[src/rtl/redirect_sched.sv]
// PC-redirect / pipeline-flush scheduler for the 5-stage CPU.
// All outputs are registered; the exec round-trip lives in FLUSH/EXEC_WAIT.
module redirect_sched #(
  parameter int FLUSH_CYCLES = 3,
  parameter int PC_W         = 16
) (
  input  logic            clk,
  input  logic            rst,
  input  logic            redirect_req,
  input  logic [PC_W-1:0] redirect_target,
  input  logic            exec_req,
  input  logic [PC_W-1:0] exec_target,
  input  logic [PC_W-1:0] exec_ret_pc,
  input  logic            slot_retire,
  input  logic            lduse_hazard,
  output logic            pc_load,
  output logic [PC_W-1:0] pc_next,
  output logic            flush_ifid,
  output logic            flush_idex,
  output logic            stall_pc,
  output logic            stall_ifid,
  output logic            nop_exe,
  output logic            in_exec,
  output logic            exec_err
);

  typedef enum logic [1:0] {RUN = 2'd0, FLUSH = 2'd1, EXEC_WAIT = 2'd2} state_t;

  localparam logic [2:0] CNT_INIT = 3'(FLUSH_CYCLES - 1);

  state_t          state_reg, state_next;
  logic [2:0]      cnt_reg, cnt_next;
  logic            ret_flag_reg, ret_flag_next;   // 1: return to EXEC_WAIT
  logic [PC_W-1:0] ret_pc_reg, ret_pc_next;

  logic            pc_load_reg, pc_load_next;
  logic [PC_W-1:0] pc_next_reg, pc_next_next;
  logic            flush_reg, flush_next;
  logic            stall_reg, stall_next;
  logic            nop_exe_reg, nop_exe_next;
  logic            in_exec_reg, in_exec_next;
  logic            exec_err_reg, exec_err_next;

  // Event decode shared by next-state and output logic
  logic            in_run, in_wait;
  logic            take_branch, take_exec, take_return, do_redirect, do_stall;
  logic [PC_W-1:0] redirect_addr;

  always_comb begin
    in_run        = (state_reg == RUN);
    in_wait       = (state_reg == EXEC_WAIT);
    take_branch   = redirect_req & (in_run | (in_wait & slot_retire));
    take_exec     = in_run & exec_req & ~redirect_req;
    take_return   = in_wait & slot_retire & ~redirect_req;
    do_redirect   = take_branch | take_exec | take_return;
    do_stall      = (in_run | in_wait) & lduse_hazard & ~do_redirect;
    redirect_addr = redirect_target;
    if (take_exec) begin
      redirect_addr = exec_target;
    end else if (take_return) begin
      redirect_addr = ret_pc_reg;
    end
  end

  always_ff @(posedge clk or posedge rst) begin
    if (rst) begin
      state_reg    <= RUN;
      cnt_reg      <= 3'd0;
      ret_flag_reg <= 1'b0;
      ret_pc_reg   <= '0;
      pc_load_reg  <= 1'b0;
      pc_next_reg  <= '0;
      flush_reg    <= 1'b0;
      stall_reg    <= 1'b0;
      nop_exe_reg  <= 1'b0;
      in_exec_reg  <= 1'b0;
      exec_err_reg <= 1'b0;
    end else begin
      state_reg    <= state_next;
      cnt_reg      <= cnt_next;
      ret_flag_reg <= ret_flag_next;
      ret_pc_reg   <= ret_pc_next;
      pc_load_reg  <= pc_load_next;
      pc_next_reg  <= pc_next_next;
      flush_reg    <= flush_next;
      stall_reg    <= stall_next;
      nop_exe_reg  <= nop_exe_next;
      in_exec_reg  <= in_exec_next;
      exec_err_reg <= exec_err_next;
    end
  end

  always_comb begin
    state_next    = state_reg;
    cnt_next      = cnt_reg;
    ret_flag_next = ret_flag_reg;
    ret_pc_next   = ret_pc_reg;
    case (state_reg)
      RUN, EXEC_WAIT: begin
        if (do_redirect) begin
          state_next    = FLUSH;
          cnt_next      = CNT_INIT;
          ret_flag_next = take_exec;
        end
        if (take_exec) begin
          ret_pc_next = exec_ret_pc;
        end
      end
      FLUSH: begin
        // Wrong-path requests are ignored for the whole flush window
        if (cnt_reg == 3'd0) begin
          state_next = ret_flag_reg ? EXEC_WAIT : RUN;
        end else begin
          cnt_next = cnt_reg - 3'd1;
        end
      end
      default: begin
        state_next = RUN;
        cnt_next   = 3'd0;
      end
    endcase
  end

  always_comb begin
    pc_load_next  = do_redirect;
    pc_next_next  = do_redirect ? redirect_addr : pc_next_reg;
    flush_next    = do_redirect | ((state_reg == FLUSH) & (cnt_reg != 3'd0));
    stall_next    = do_stall;
    nop_exe_next  = flush_next | do_stall;
    exec_err_next = in_wait & exec_req;
    in_exec_next  = in_exec_reg;
    if (take_exec) begin
      in_exec_next = 1'b1;
    end else if (in_wait & slot_retire) begin
      in_exec_next = 1'b0;
    end
  end

  assign pc_load    = pc_load_reg;
  assign pc_next    = pc_next_reg;
  assign flush_ifid = flush_reg;
  assign flush_idex = flush_reg;
  assign stall_pc   = stall_reg;
  assign stall_ifid = stall_reg;
  assign nop_exe    = nop_exe_reg;
  assign in_exec    = in_exec_reg;
  assign exec_err   = exec_err_reg;

endmodule
[config.mk]
export PLATFORM = sky130hd
export DESIGN_NAME = redirect_sched
export DESIGN_NICKNAME = d
export VERILOG_FILES = /design/src/rtl/redirect_sched.sv
export SDC_FILE = /design/constraint.sdc
export NUM_CORES = 1
export LEC_CHECK = 0
export ABC_AREA = 1
export CORE_MARGIN = 1.5
export CORE_UTILIZATION = 45
export DETAILED_ROUTE_END_ITERATION = 7
export PLACE_DENSITY = 0.79
export SLEW_MARGIN = 20
export SYNTH_ARGS = -nofsm -noshare
export SYNTH_HDL_FRONTEND = slang
export SYNTH_SLANG_ARGS = --single-unit
[constraint.sdc]
create_clock -name clk -period 2 [get_ports clk]
set_clock_uncertainty 0.15 [all_clocks]
set_input_delay 0.4 -clock clk [delete_from_list [all_inputs] [get_ports clk]]
set_output_delay 0.4 -clock clk [all_outputs]
set_load 0.02 [all_outputs]
==> parameters.txt, run 1 <==
Parameter                              Value

Run status
  Result of the run ... finished, final reports clean

CTS
  Inserted Clock Buffers ... 5
  Clk Tree Root Cell ... sky130_fd_sc_hd__clkbuf_8
  TritonCTS clock tree ... done
  Count of buffers added by post-CTS timing repair for setup ... 0
  Clock transition at path regs ... 80 ps
  Post-CTS resize count ... 0
  Hold-fix buffers, CTS ... 0
  CTS H-tree lvls ... 2
  Clock Latency Late Sink ... 290 ps
  TritonCTS sink count ... 44
  CTS Buffer Depth ... 2

Finish
  Utilization after layout ... 0.651
  Cell area after layout ... 3300 um^2
  Count of filler cells inserted in the layout ... 455
  Layout-stage area growth over the synthesis result ... 41.0%
  Proportion of layout cells with a drive suffix above 1 ... 0.0682
  Number of inserted diodes ... 0
  NumNets Final ... 437

Pwr
  Power per standard cell area ... 1290 nW/um^2
  Worst ir drop on vdd ... 0.563 mV
  LEAKAGE ... 0.00165 uW

Drt
  Remaining antenna violation count after routing ... 0
  Average detailed-routed wire length per instance ... 12.9 um
  Via total after detailed routing ... 2243
  Number of DRC violations after detailed-routing iteration 0 ... 148
  Detailed-route wire length ... 5840 um
  DRC violation count after routing ... 0
  Length of the first detailed-routing pass in iterations ... 5
  Mean number of vias per cell ... 4.97

Synthesis
  Number of synthesized flops with an enable pin ... 0
  Top-count cell post-synth ... sky130_fd_sc_hd__nand2_1
  Gate Count Post-Synth ... 304
  Top cell type by total area after synthesis ... sky130_fd_sc_hd__dfrtp_1
  Share of flip-flops with an asynchronous set or reset after synthesis ... 1.00
  Ys flop type ... sky130_fd_sc_hd__dfrtp_1
  Warning count from the yosys run ... 0
  Average cell area after synthesis ... 7.70 um^2
  Total nets after synthesis ... 360
  Count of unique library cells instantiated by Yosys ... 23
  Sequential element share of the synthesized area ... 0.470
  Commonest cells in the netlist ... 126 x sky130_fd_sc_hd__nand2_1, 44 x sky130_fd_sc_hd__dfrtp_1, 37 x sky130_fd_sc_hd__nand3_1
  Register bit count reported by yosys ... 44
  Area share of the leading cell type in the synthesized netlist ... 0.470
  Top cells by area in the synthesized netlist ... sky130_fd_sc_hd__dfrtp_1 47%, sky130_fd_sc_hd__nand2_1 20%, sky130_fd_sc_hd__nand3_1 7.9%, sky130_fd_sc_hd__nand3b_1 5.1%, sky130_fd_sc_hd__nand4_1 4.3%
  Cell Area, Synth ... 2340 um^2

Worst setup path
  Highest net fanout along the worst path ... 2
  Max stage delay on crit path ... 610 ps
  Arrival time at the worst endpoint ... 1290 ps
  Cell family contributing the most delay on the critical path ... buffers and inverters
  Kind of start point of the critical path ... flop
  Critical register-to-register path startpoint ... state_reg[0]
  Launching instance or port of the critical path ... pc_next[0]
  Cell at the slowest stage of the critical path ... sky130_fd_sc_hd__clkdlybuf4s50_1
  Buffering stage count on the worst path with inverters included ... 1
  CP endpoint kind ... output port
  Sequence of cells on the critical path ... clkdlybuf4s50_1
  Worst setup slack for register-to-register paths ... 410 ps
  Worst Path Class, Setup ... flop to output port
  Required time worst endpoint ... 1450 ps

Timing
  Slew Limit Headroom ... 0.816
  Worst setup slack after layout ... 164 ps
  Count of endpoints failing setup in the final report ... 0
  Final min period ... 1840 ps
  Slew at the pin with the worst max-slew slack ... 274 ps
  Final critical-path share of the clock period ... 0.918
  Worst hold-check slack ... 285 ps
  Fmax ... 0.545 GHz
  RSZ-0062 raised after global routing ... no
  Total Neg Setup Slack ... 0 ps
  Final hold violations ... 0
  Max-slew violations ... 0

Run
  Max-cap viol count ... 0

Floorplanning
  Vertical extent of the die ... 75.1 um
  Std-Cell Rows ... 26
  Core area ... 5070 um^2
  Floorplan die width ... 75.1 um
  Effective utilization at floorplan ... 0.461
  Number of ports placed on the die boundary ... 78
  DIE AREA ... 5640 um^2

GRT
  Via count of the first global-routing pass ... 2017
  Global-route usage over all layers ... 0.222
  First-pass GRT wire length ... 9320 um
  Antenna violations before repair ... 0
  Total global routing overflow ... 0
  Largest net degree at the start of global routing ... 45

Placement
  Detailed-placement wirelength estimate ... 4400 um
  Placed Instance Area ... 3220 um^2
  Port-buffer cells ... 77
  Setup Slack @ Placement ... 64.9 ps
  Final weighted congestion in routability-driven placement ... 0.836

Hold path
  Worst hold path class ... input pin to asynchronous set/reset pin
## through the flow
| step | total power (uW) | cells |
|---|---|---|
| floorplan | 2850 | 304 |
| global placement | 3690 | 444 |
| detailed placement | 3760 | 444 |
| CTS | 4300 | 451 |
| global route | 4620 | 451 |
| finish | 4260 | 451 |
## placed cells by master (no fill, tap or decap), types with 2 or more instances in the layout
cell,n
sky130_fd_sc_hd__clkinv_1,6
sky130_fd_sc_hd__nor2_1,4
sky130_fd_sc_hd__inv_2,2
sky130_fd_sc_hd__ha_1,2
sky130_fd_sc_hd__nand3_1,37
sky130_fd_sc_hd__nand3b_1,16
sky130_fd_sc_hd__nor2_2,2
sky130_fd_sc_hd__buf_12,4
sky130_fd_sc_hd__clkbuf_8,5
sky130_fd_sc_hd__dfrtp_1,44
sky130_fd_sc_hd__clkdlybuf4s50_1,77
sky130_fd_sc_hd__o21ai_0,2
sky130_fd_sc_hd__nand2_1,126
sky130_fd_sc_hd__nand4_1,16
sky130_fd_sc_hd__buf_4,7
sky130_fd_sc_hd__inv_1,21
sky130_fd_sc_hd__nand2_4,2
## layer usage
layer  track usage  wire length [um]
met2         0.359              2850
met5             0                 0
met4        0.0626               112
met1         0.306              2610
met3        0.0402               269
## cell type report
| class | instances | area [um^2] | share of cell area |
|---|---|---|---|
| clock buffers | 6 | 72.6 | 0.0220 |
| clock inverters | 1 | 5.00 | 0.00152 |
| inverters | 29 | 109 | 0.0330 |
| multi-input cells | 213 | 1020 | 0.310 |
| flip-flops and latches | 44 | 1100 | 0.333 |
| well taps | 70 | 87.6 | 0.0265 |
| repair buffers | 88 | 903 | 0.274 |
## worst reg2reg max path, cell delays in order (launching register included)
cell	delay [ps]
sky130_fd_sc_hd__dfrtp_1	460
sky130_fd_sc_hd__nor2_2	230
sky130_fd_sc_hd__buf_4	260
sky130_fd_sc_hd__nand3b_1	110
sky130_fd_sc_hd__nand2_1	90
sky130_fd_sc_hd__inv_1	50
sky130_fd_sc_hd__nand2_1	80
sky130_fd_sc_hd__nand2_1	50
## report_power, final
group          leakage, uW  total (uW)  internal (uW)  switching, uW
Sequential        0.000541        1560           1300            260
Combinational      0.00107        2180            960           1220
Clock            0.0000410         517            237            280
Total              0.00165        4260           2500           1760
## worst paths after layout
kind / end / cells after the start
setup / recovery: pc_next[0] / 1
hold / removal: stall_ifid / 3
setup reg to reg: pc_next[11] / 7
hold reg to reg: ret_pc_reg[11] / 2
max in group asynchronous: ret_pc_reg[2] / 3
min in group clk: ret_pc_reg[11] / 2
## cell families (layout without fill, tap and decap cells)
family                   after synthesis  count (layout)  share of synthesized area
buffers and inverters                 47             124                     0.0925
AO/OA/AOI/OAI                          5               5                     0.0139
XOR/XNOR                               1               1                    0.00374
adder cells (fa/ha/maj)                2               2                     0.0107
flip-flops                            44              44                      0.470
AND/OR/NAND/NOR                      205             205                      0.409
Power figures use the tool's default switching activity.
==> run 2, diff against run 1 <==
--- a/config.mk
+++ b/config.mk
@@ -10,6 +10,7 @@
 export CORE_UTILIZATION = 45
 export DETAILED_ROUTE_END_ITERATION = 7
 export PLACE_DENSITY = 0.79
+export REMOVE_ABC_BUFFERS = 1
 export SLEW_MARGIN = 20
 export SYNTH_ARGS = -nofsm -noshare
 export SYNTH_HDL_FRONTEND = slang
==> run 2 against run 1 <==
Clock-buffer cell count decreased by 1; wire length rose by 2.5%; clock power is 2% lower; sequential share of layout area fell by 0.14 points; combinational power about the same; sequential power about the same; worst setup slack worse by 11 ps; die area did not move; critical path depth unchanged; maximum frequency is 0.57% lower; register-to-register slack got worse by 20 ps; critical path type unchanged.
==> parameters.txt, run 2 (synthesis results as in run 1) <==
Parameter                              Value

CTS
  Post-CTS resize count ... 0
  Clk Tree Root Cell ... sky130_fd_sc_hd__clkbuf_8
  CTS H-tree lvls ... 2
  TritonCTS sink count ... 44
  Hold-fix buffers, CTS ... 0
  Clock Latency Late Sink ... 290 ps
  CTS Buffer Depth ... 2
  Clock transition at path regs ... 80 ps
  TritonCTS clock tree ... done
  Inserted Clock Buffers ... 5
  Count of buffers added by post-CTS timing repair for setup ... 0

Pwr
  Portion of total power attributed to sequential cells ... 0.364
  Total power of the final layout ... 4240 uW
  LEAKAGE ... 0.00167 uW
  Net switching power of the design ... 1750 uW
  Clock network fraction of design power ... 0.119
  Power Internal ... 2490 uW
  Power per standard cell area ... 1280 nW/um^2
  Worst ir drop on vdd ... 0.630 mV
  Proportion of total power due to net switching ... 0.412
  Combinational cell fraction of total power ... 0.517

Placement
  Final weighted congestion in routability-driven placement ... 0.825
  Detailed-placement wirelength estimate ... 4290 um
  Number of instances in the placed design ... 447
  Port-buffer cells ... 77

Finish
  Count of filler cells inserted in the layout ... 471
  Leading cell types in the layout, fill and taps excluded ... 126 x sky130_fd_sc_hd__nand2_1, 77 x sky130_fd_sc_hd__clkdlybuf4s50_1, 44 x sky130_fd_sc_hd__dfrtp_1
  Proportion of layout cells with a drive suffix above 1 ... 0.0759
  Count of placed standard cells in the final layout, fillers left out ... 452
  Leading cell type in the layout, fill and taps excluded ... sky130_fd_sc_hd__nand2_1
  Layout-stage area growth over the synthesis result ... 41.6%
  NumNets Final ... 440
  Number of inserted diodes ... 0

GRT
  Largest net degree at the start of global routing ... 45
  Met2 track demand over resource ... 0.407
  Global routing usage on met1 ... 0.280
  First-pass GRT wire length ... 9870 um
  Global-route usage over all layers ... 0.232
  Met3 usage in global routing ... 0.0509
  Busiest metal layer after global routing ... met2
  Antenna violations before repair ... 0
  Via count of the first global-routing pass ... 2209
  Total global routing overflow ... 0

Worst setup path
  Sequence of cells on the critical path ... clkdlybuf4s50_1
  Highest net fanout along the worst path ... 2
  Cell family contributing the most delay on the critical path ... buffers and inverters
  Kind of start point of the critical path ... flop
  Buffering stage count on the worst path with inverters included ... 1
  Cell at the slowest stage of the critical path ... sky130_fd_sc_hd__clkdlybuf4s50_1
  Required time worst endpoint ... 1450 ps
  CP endpoint kind ... output port
  Max stage delay on crit path ... 620 ps
  Arrival time at the worst endpoint ... 1300 ps
  Worst Path Class, Setup ... flop to output port
  Worst setup slack for register-to-register paths ... 390 ps

Drt
  Mean number of vias per cell ... 5.03
  Length of the first detailed-routing pass in iterations ... 4
  Average detailed-routed wire length per instance ... 13.2 um
  Detailed-route wire length ... 5980 um
  Remaining antenna violation count after routing ... 0
  Via total after detailed routing ... 2273
  DRC violation count after routing ... 0
  Number of DRC violations after detailed-routing iteration 0 ... 224

Run status
  Result of the run ... finished, final reports clean

Timing
  Max-slew violations ... 0
  Final hold violations ... 0
  Final critical-path share of the clock period ... 0.923
  Slew Limit Headroom ... 0.783
  Fmax ... 0.542 GHz
  Final min period ... 1850 ps
  Worst hold-check slack ... 306 ps
  Count of endpoints failing setup in the final report ... 0
  Slew at the pin with the worst max-slew slack ... 325 ps
  RSZ-0062 raised after global routing ... no

Floorplanning
  Vertical extent of the die ... 75.1 um
  Number of ports placed on the die boundary ... 78
  Effective utilization at floorplan ... 0.461
  Std-Cell Rows ... 26
  Floorplan die width ... 75.1 um
  Core area ... 5070 um^2
  DIE AREA ... 5640 um^2

Hold path
  Worst hold path class ... input pin to asynchronous set/reset pin

Run
  Max-cap viol count ... 0
==> run 2: cell count changes in the layout (fill, tap and decap cells not counted), sizes merged <==
cell    before  now
clkbuf       6    5
clkinv       7    5
inv         23   24
buf         11   14
==> run 2: layout make-up <==
cell class	count	area, um^2	area share
Tap cell	70	87.6	0.0264
Multi-Input combinational cell	213	1020	0.309
Sequential cell	44	1100	0.332
Clock buffer	5	68.8	0.0208
Timing Repair Buffer	91	926	0.279
Inverter	29	109	0.0328
==> run 2: worst reg2reg max path: cells and delay by family (launching register included) <==
family,cells,cell delay (ps)
AND/OR/NAND/NOR,6,900
flip-flops,1,450
==> run 2: worst paths after layout <==
check                                from  cells after the start             end
min in group clk           ret_pc_reg[12]                      2  ret_pc_reg[12]
max in group asynchronous             rst                      3      pc_next[8]
max reg2reg                  state_reg[0]                      6      pc_next[7]
min                                   rst                      3     pc_next[15]
max                            pc_next[5]                      1      pc_next[5]
min reg2reg                ret_pc_reg[12]                      2  ret_pc_reg[12]
==> run 2: routing by layer <==
layer,wire (um),share of wire,up-vias
li1,-,-,1126
met1,2430,0.41,1051
met2,3070,0.51,86
met3,388,0.065,10
met4,100,0.017,0
met5,0,0,-
==> run 2: power by group through the flow <==
stage               clock network, uW  logic (uW)  registers, uW
finish                            506        2190           1540
global route                      539        2430           1590
global placement                    0        2130           1540
floorplan                           0         946           1790
detailed placement                  0        2200           1550
CTS                               513        2210           1540
==> run 2: stage by stage <==
| stage | setup slack, ps | utilization | instance area (um^2) | TNS [ps] |
|---|---|---|---|---|
| 3_3_place_gp | 127 | 0.640 | 3250 | 0 |
| 4_1_cts | 149 | 0.653 | 3320 | 0 |
| 2_1_floorplan | -372 | - | 2230 | -11370 |
| 5_1_grt | 120 | 0.653 | 3320 | 0 |
| 6_report | 153 | 0.653 | 3320 | 0 |
| 3_5_place_dp | 53.2 | 0.640 | 3250 | 0 |
